--- src/rtl/countdown_timer.sv ---
// Countdown timer with one-shot and auto-reload modes.
// A load of a non-zero value starts a count that decrements by one per enabled
// edge. When the count goes from 1 to 0 the block pulses done for one cycle.
// It then either reloads the last loaded value and keeps running, or stops in
// EXPIRED. Every output comes straight from a register or from the state decode.
module countdown_timer #(
   parameter int WIDTH = 4
) (
   input  logic             clk,
   input  logic             reset,
   input  logic             load,
   input  logic [WIDTH-1:0] data,
   input  logic             enable,
   input  logic             reload_en,
   output logic [WIDTH-1:0] counter,
   output logic             done,
   output logic             busy,
   output logic             expired
);

   typedef enum logic [1:0] {
      IDLE    = 2'd0,
      RUN     = 2'd1,
      EXPIRED = 2'd2
   } state_t;

   localparam logic [WIDTH-1:0] ZERO = '0;
   localparam logic [WIDTH-1:0] ONE  = {{(WIDTH-1){1'b0}}, 1'b1};

   state_t           r_state;
   logic [WIDTH-1:0] r_count;
   logic [WIDTH-1:0] r_reload;
   logic             r_done;

   state_t           w_nextState;
   logic [WIDTH-1:0] w_nextCount;
   logic [WIDTH-1:0] w_nextReload;
   logic             w_nextDone;

   // State, count, reload value and done pulse registers; reset aborts any count
   always_ff @(posedge clk or negedge reset) begin
      if (!reset) begin
         r_state  <= IDLE;
         r_count  <= ZERO;
         r_reload <= ZERO;
         r_done   <= 1'b0;
      end else begin
         r_state  <= w_nextState;
         r_count  <= w_nextCount;
         r_reload <= w_nextReload;
         r_done   <= w_nextDone;
      end
   end

   // Next-state logic: load wins over everything, then terminal count, then decrement
   always_comb begin
      w_nextState  = r_state;
      w_nextCount  = r_count;
      w_nextReload = r_reload;
      w_nextDone   = 1'b0;
      if (load) begin
         w_nextCount  = data;
         w_nextReload = data;
         w_nextState  = (data != ZERO) ? RUN : IDLE;
      end else if (r_state == RUN && enable) begin
         if (r_count == ONE) begin
            w_nextDone = 1'b1;
            if (reload_en) begin
               w_nextCount = r_reload;
            end else begin
               w_nextCount = ZERO;
               w_nextState = EXPIRED;
            end
         end else if (r_count != ZERO) begin
            w_nextCount = r_count - ONE;
         end
      end
   end

   assign counter = r_count;
   assign done    = r_done;
   assign busy    = (r_state == RUN);
   assign expired = (r_state == EXPIRED);

endmodule

--- config.mk ---
export PLATFORM = sky130hd
export DESIGN_NAME = countdown_timer
export DESIGN_NICKNAME = d
export VERILOG_FILES = /design/src/rtl/countdown_timer.sv
export SDC_FILE = /design/constraint.sdc
export NUM_CORES = 1
export LEC_CHECK = 0
export ABC_AREA = 1
export ABC_CLOCK_PERIOD_IN_PS = 1300
export CAP_MARGIN = 20
export CORE_MARGIN = 3
export CORE_UTILIZATION = 46
export DETAILED_ROUTE_END_ITERATION = 8
export PLACE_DENSITY = 0.75
export REMOVE_ABC_BUFFERS = 1
export SYNTH_ARGS = -nofsm -noshare
export SYNTH_HDL_FRONTEND = slang
export SYNTH_SLANG_ARGS = --single-unit
--- constraint.sdc ---
create_clock -name clk -period 1.3 [get_ports clk]
set_input_delay 0.26 -clock clk [delete_from_list [all_inputs] [get_ports clk]]
set_output_delay 0.26 -clock clk [all_outputs]
set_load 0.1 [all_outputs]
# Word level (Yosys, flattened, before mapping)
# Cells that the tools add are included.
# word_totals
reg_bits	11
latch_bits	0
ram_bits	0
romBits	0
inputBits	9
output_inout_bits	7
word_cells	30
mem_count	0
# op_classes
addsub	1
multipliers	0
div	0
order_cmp	0
eq_ne	4
shift	0
mux	13
n_bitwise	0
reduce_logical	8
# ops
cell	n
2-to-1 mux 4 bit	5
2-to-1 mux 2 bit	4
nonzero test 4 bit	2
== test 4 x 1 -> 1 bit, second input constant	1
2-to-1 mux 1 bit	4
nonzero test 2 bit	2
subtractor 4 x 1 -> 4 bit, second input constant	1
AND reduction 3 bit	1
nonzero test 3 bit	1
== test 2 x 1 -> 1 bit, second input constant	1
== test 2 bit, second input constant	1
!= test 2 bit, second input constant	1
AND reduction 2 bit	1
logical AND 1 bit	1

# Longest topological paths before layout
# Gate-level depths: netlist of run 1.
# depth
ltp_word	5
ltp_mapped	10
depth_no_buf	10

# Worst setup path before layout of run 1
# Ideal clock, no wire load.
# synth_path
path_kind	reg-to-reg
start	reg r_count[1], in the netlist counter[1]
end	reg r_count[3], in the netlist counter[3]
setup_time_ns	0.113
t_arrival_ns	1.880
required_ns	1.187
setup_slack_ns	-0.692
path_stages_with_launch	11
n_path_buf	0
period_less_slack_ns	1.992
cell_sequence	dfrtp_1 > inv_1 > ha_1 > inv_1 > nand3_2 > nand2_2 > nand2_2 > inv_2 > nand2_1 > nand2_1 > inv_1
# synth_between
elab_chain_len	5
word_cells_on_any_way	9
classes_between	add/sub (1); eq/ne (1); mux (4); reduce/logical (3)
# synth_lines
item	line	rtl
start, declared	31	logic [WIDTH-1:0] r_count;
start signal, assigned	49	r_count <= w_nextCount;
subtractor 4 x 1 -> 4 bit	75	w_nextCount = r_count - ONE;
2-to-1 mux 4 bit	74	end else if (r_count != ZERO) begin
2-to-1 mux 4 bit	66	if (r_count == ONE) begin
2-to-1 mux 4 bit	65	end else if (r_state == RUN && enable) begin
2-to-1 mux 4 bit	61	if (load) begin
# Parallel ways exist; a longest one is shown, timed or not. The select of a mux whose other input is x is not followed.
# A chain may end at the register's enable or synchronous reset.

# Worst setup path after layout of run 1
# layout_path
start	reg r_state[0]
end	out expired
# layout_between
elab_chain_len	1
# layout_lines
item	line	rtl
start, declared	30	state_t r_state;
start signal, assigned	48	r_state <= w_nextState;
== test 2 bit	83	assign expired = (r_state == EXPIRED);
end, declared	18	output logic expired
# Every way passes these cells.

==> results of run 1 <==
==> cell type report <==
class                   instances  area, um^2
clock buffers                   4        26.3
repair buffers                 27         325
multi-input cells              60         353
well taps                      14        17.5
inverters                      16        62.6
fillers                        60         154
flip-flops and latches         11         278
==> cell families after synthesis <==
| kind of cell | count (synthesis) | share of synthesized area [%] |
|---|---|---|
| AOI/OAI and AO/OA | 7 | 5.96 |
| DFF | 11 | 42.3 |
| xor gates and xnor gates | 1 | 1.35 |
| adders and majority gates | 3 | 5.77 |
| buffers and inverters | 17 | 10.0 |
| and+or+nand+nor | 49 | 34.6 |
==> registers in the layout, indices dropped and copies added (netlist names) <==
register,count
counter,4
r_state,2
r_reload,4
done,1
==> metrics by stage <==
| step | setup slack [ns] | TNS, ns | util, % | total power [mW] |
|---|---|---|---|---|
| after CTS | -0.00934 | -0.00934 | 82.2 | 1.50 |
| after global placement | -0.0815 | -0.338 | 79.4 | 1.24 |
| after global routing | -0.0638 | -0.178 | 87.3 | 1.67 |
| after floorplan | -0.692 | -4.46 | - | 0.915 |
| after detailed placement | -0.109 | -0.450 | 79.4 | 1.25 |
| final | -0.00195 | -0.00195 | 87.3 | 1.59 |
==> where the power goes <==
| group | internal, mW | switching (mW) | leakage [nW] | total (mW) |
|---|---|---|---|---|
| clock | 0.119 | 0.122 | 0.0150 | 0.241 |
| combinational | 0.363 | 0.552 | 0.391 | 0.915 |
| sequential | 0.390 | 0.0440 | 0.134 | 0.434 |
==> what timing repair did <==
action | in CTS | in global routing
resized for setup | 5 | 16
setup endpoints to repair | 6 | 8
endpoints found under the hold margin | 0 | 0
setup buffers | 0 | 1
pin swaps | 0 | 2
cloned | 0 | 0
==> cells in the final DEF, fill, tap and decap left out, drive strengths merged <==
cell and count:
nand2 30, buf 19, inv 16, dfrtp 11
nand3 9, clkdlybuf4s50 8, nor2 7, o21ai 5
clkbuf 4, ha 3, a21oi 2, nor4 1
nand4 1, or3 1, xor2 1
==> synthesized netlist by cell type (2+ instances only) <==
library cell / n / area (um^2)
nand2_1: 28 / 105
inv_1: 15 / 56.3
dfrtp_1: 11 / 275
nand3_1: 7 / 35.0
nor2_1: 6 / 22.5
o21ai_0: 5 / 25.0
ha_1: 3 / 37.5
nand2_2: 2 / 12.5
nand3_2: 2 / 20.0
==> path summary, 6_finish.rpt <==
kind                             start          end  slack, ns  depth (start not counted)
max reg2reg                 counter[2]   counter[3]       0.05                          8
min in group clk           r_reload[1]  r_reload[1]       0.53                          2
min reg2reg                r_reload[1]  r_reload[1]       0.53                          2
max                         r_state[0]      expired     -0.002                          2
min                              reset  r_reload[2]       0.31                          2
max in group asynchronous        reset   r_state[0]       0.82                          2
==> metal layers <==
metal / wire, um / global-route usage (%)
met3: 114 / 2.49
met2: 890 / 30.8
met5: 0 / 0
met1: 689 / 22.9
met4: 37 / 12.7
==> flow_summary_export.csv, run 1 <==
group,metric,value,unit
global_route,antenna_found_initial,0,
layout,layoutNonFillerInstCount,132,
synth,synth-edff-count,0,
synth,synthDistinctLibCells,18,
power_and_ir_drop,power_leakage,0.540,nW
routing,dr.first_iter.drc_count,34,
die,die_w,43.6,um
outcome,violations,"setup timing",
sta,skew,0.00823,ns
routing,via_per_inst,5.20,
synth,ys_ff_latch,11,
critical_path,crit_fanout,3,
layout,antenna_cells,0,
global_route,grt_max_degree,12,
synth,synthArstFlopShare,100,%
layout,areaGrowthSynthToFinish,63.3,%
routing,antenna_left,0,
placed_design,placed_area,966,um^2
routing,wirelength,1.73,mm
sta,rsz0062_at_grt,"yes",
routing,vias,687,
routing,first_pass_iters,4,
layout,nets,131,
sta,setup_ws,-0.00195,ns
layout,final_layout_size_suffix_gt1_share,34.7,%
placed_design,dp_cells,127,
global_route,grt_use_total,18.9,%
synth,yosysWarnings,0,
outcome,status,"finished, violations left",
job,cap_violations,0,
critical_path,start_kind,"flop",
critical_path,cp_slowest_cell,"dfrtp_2",
critical_path,slowest_delay,0.44,ns
sta,clock.fmax,768,MHz
placed_design,dpl.hpwl,1.17,mm
critical_path,path_cells,"nor2_2 > buf_12",
clock_network,cts_tree,"built",
layout,design_area,1060,um^2
die,coreArea,1220,um^2
sta,slew-limit-headroom,86.2,%
clock_network,path_clk_slew,0.08,ns
placed_design,placement.io_buffers,15,
routing,drc,0,
sta,fin_crit_sh,100,%
die,ioPinCount,16,
clock_network,insertion_delay,0.28,ns
clock_network,cts-htree-levels,1,
die,die_h,43.6,um
critical_path,critPathCaptureType,"output port",
critical_path,critPathArrivalTime,1.04,ns
global_route,grt_pass1_vias,649,
global_route,grt_pass1_wl,2.66,mm
synth,synth_area,651,um^2
die,rows,12,
synth,yosysSeqAreaShare,42.3,%
clock_network,cts-buffers-inserted,3,
critical_path,crit_type,"reg -> out",
sta,period_minus_slack,1.30,ns
power_and_ir_drop,ir_drop,1.27,mV
routing,wl_per_cell,13.1,um
clock_network,cts_hold_buffers,0,
critical_path,required,1.04,ns
sta,tightest_slew,0.205,ns
critical_path,cp_num_buf_inv,1,
sta,setup_viol,1,
synth,synth_cells,88,
die,die_area,1900,um^2
critical_path,path_delay_family,"flip-flops",
power_and_ir_drop,p_per_area,1500,nW/um^2
sta,drv_slew,0,
synth,syn_area_per_cell,7.39,um^2
placed_design,gp_congestion,0.854,
clock_network,root_buffer,"clkbuf_4",
clock_network,cts.path.max_buffers,2,
sta,hold_viol,0,
hold_path,holdCritPathClass,"in -> async",
die,initial_core_util,53.5,%
clock_network,cts_sinks,11,
global_route,grt_remaining_overflow,0,
sta,fin_hold_ws,0.307,ns
synth,ys.flop_type,"dfrtp_1",
(Power assumes the default switching activity.)
==> run 2, diff against run 1 <==
--- a/config.mk
+++ b/config.mk
@@ -11,6 +11,7 @@
 export CORE_MARGIN = 3
 export CORE_UTILIZATION = 46
 export DETAILED_ROUTE_END_ITERATION = 8
+export GPL_ROUTABILITY_DRIVEN = 0
 export PLACE_DENSITY = 0.75
 export REMOVE_ABC_BUFFERS = 1
 export SYNTH_ARGS = -nofsm -noshare
==> results of run 2 <==
Same layout as run 1: the final DEF is identical, and so are final timing and power.
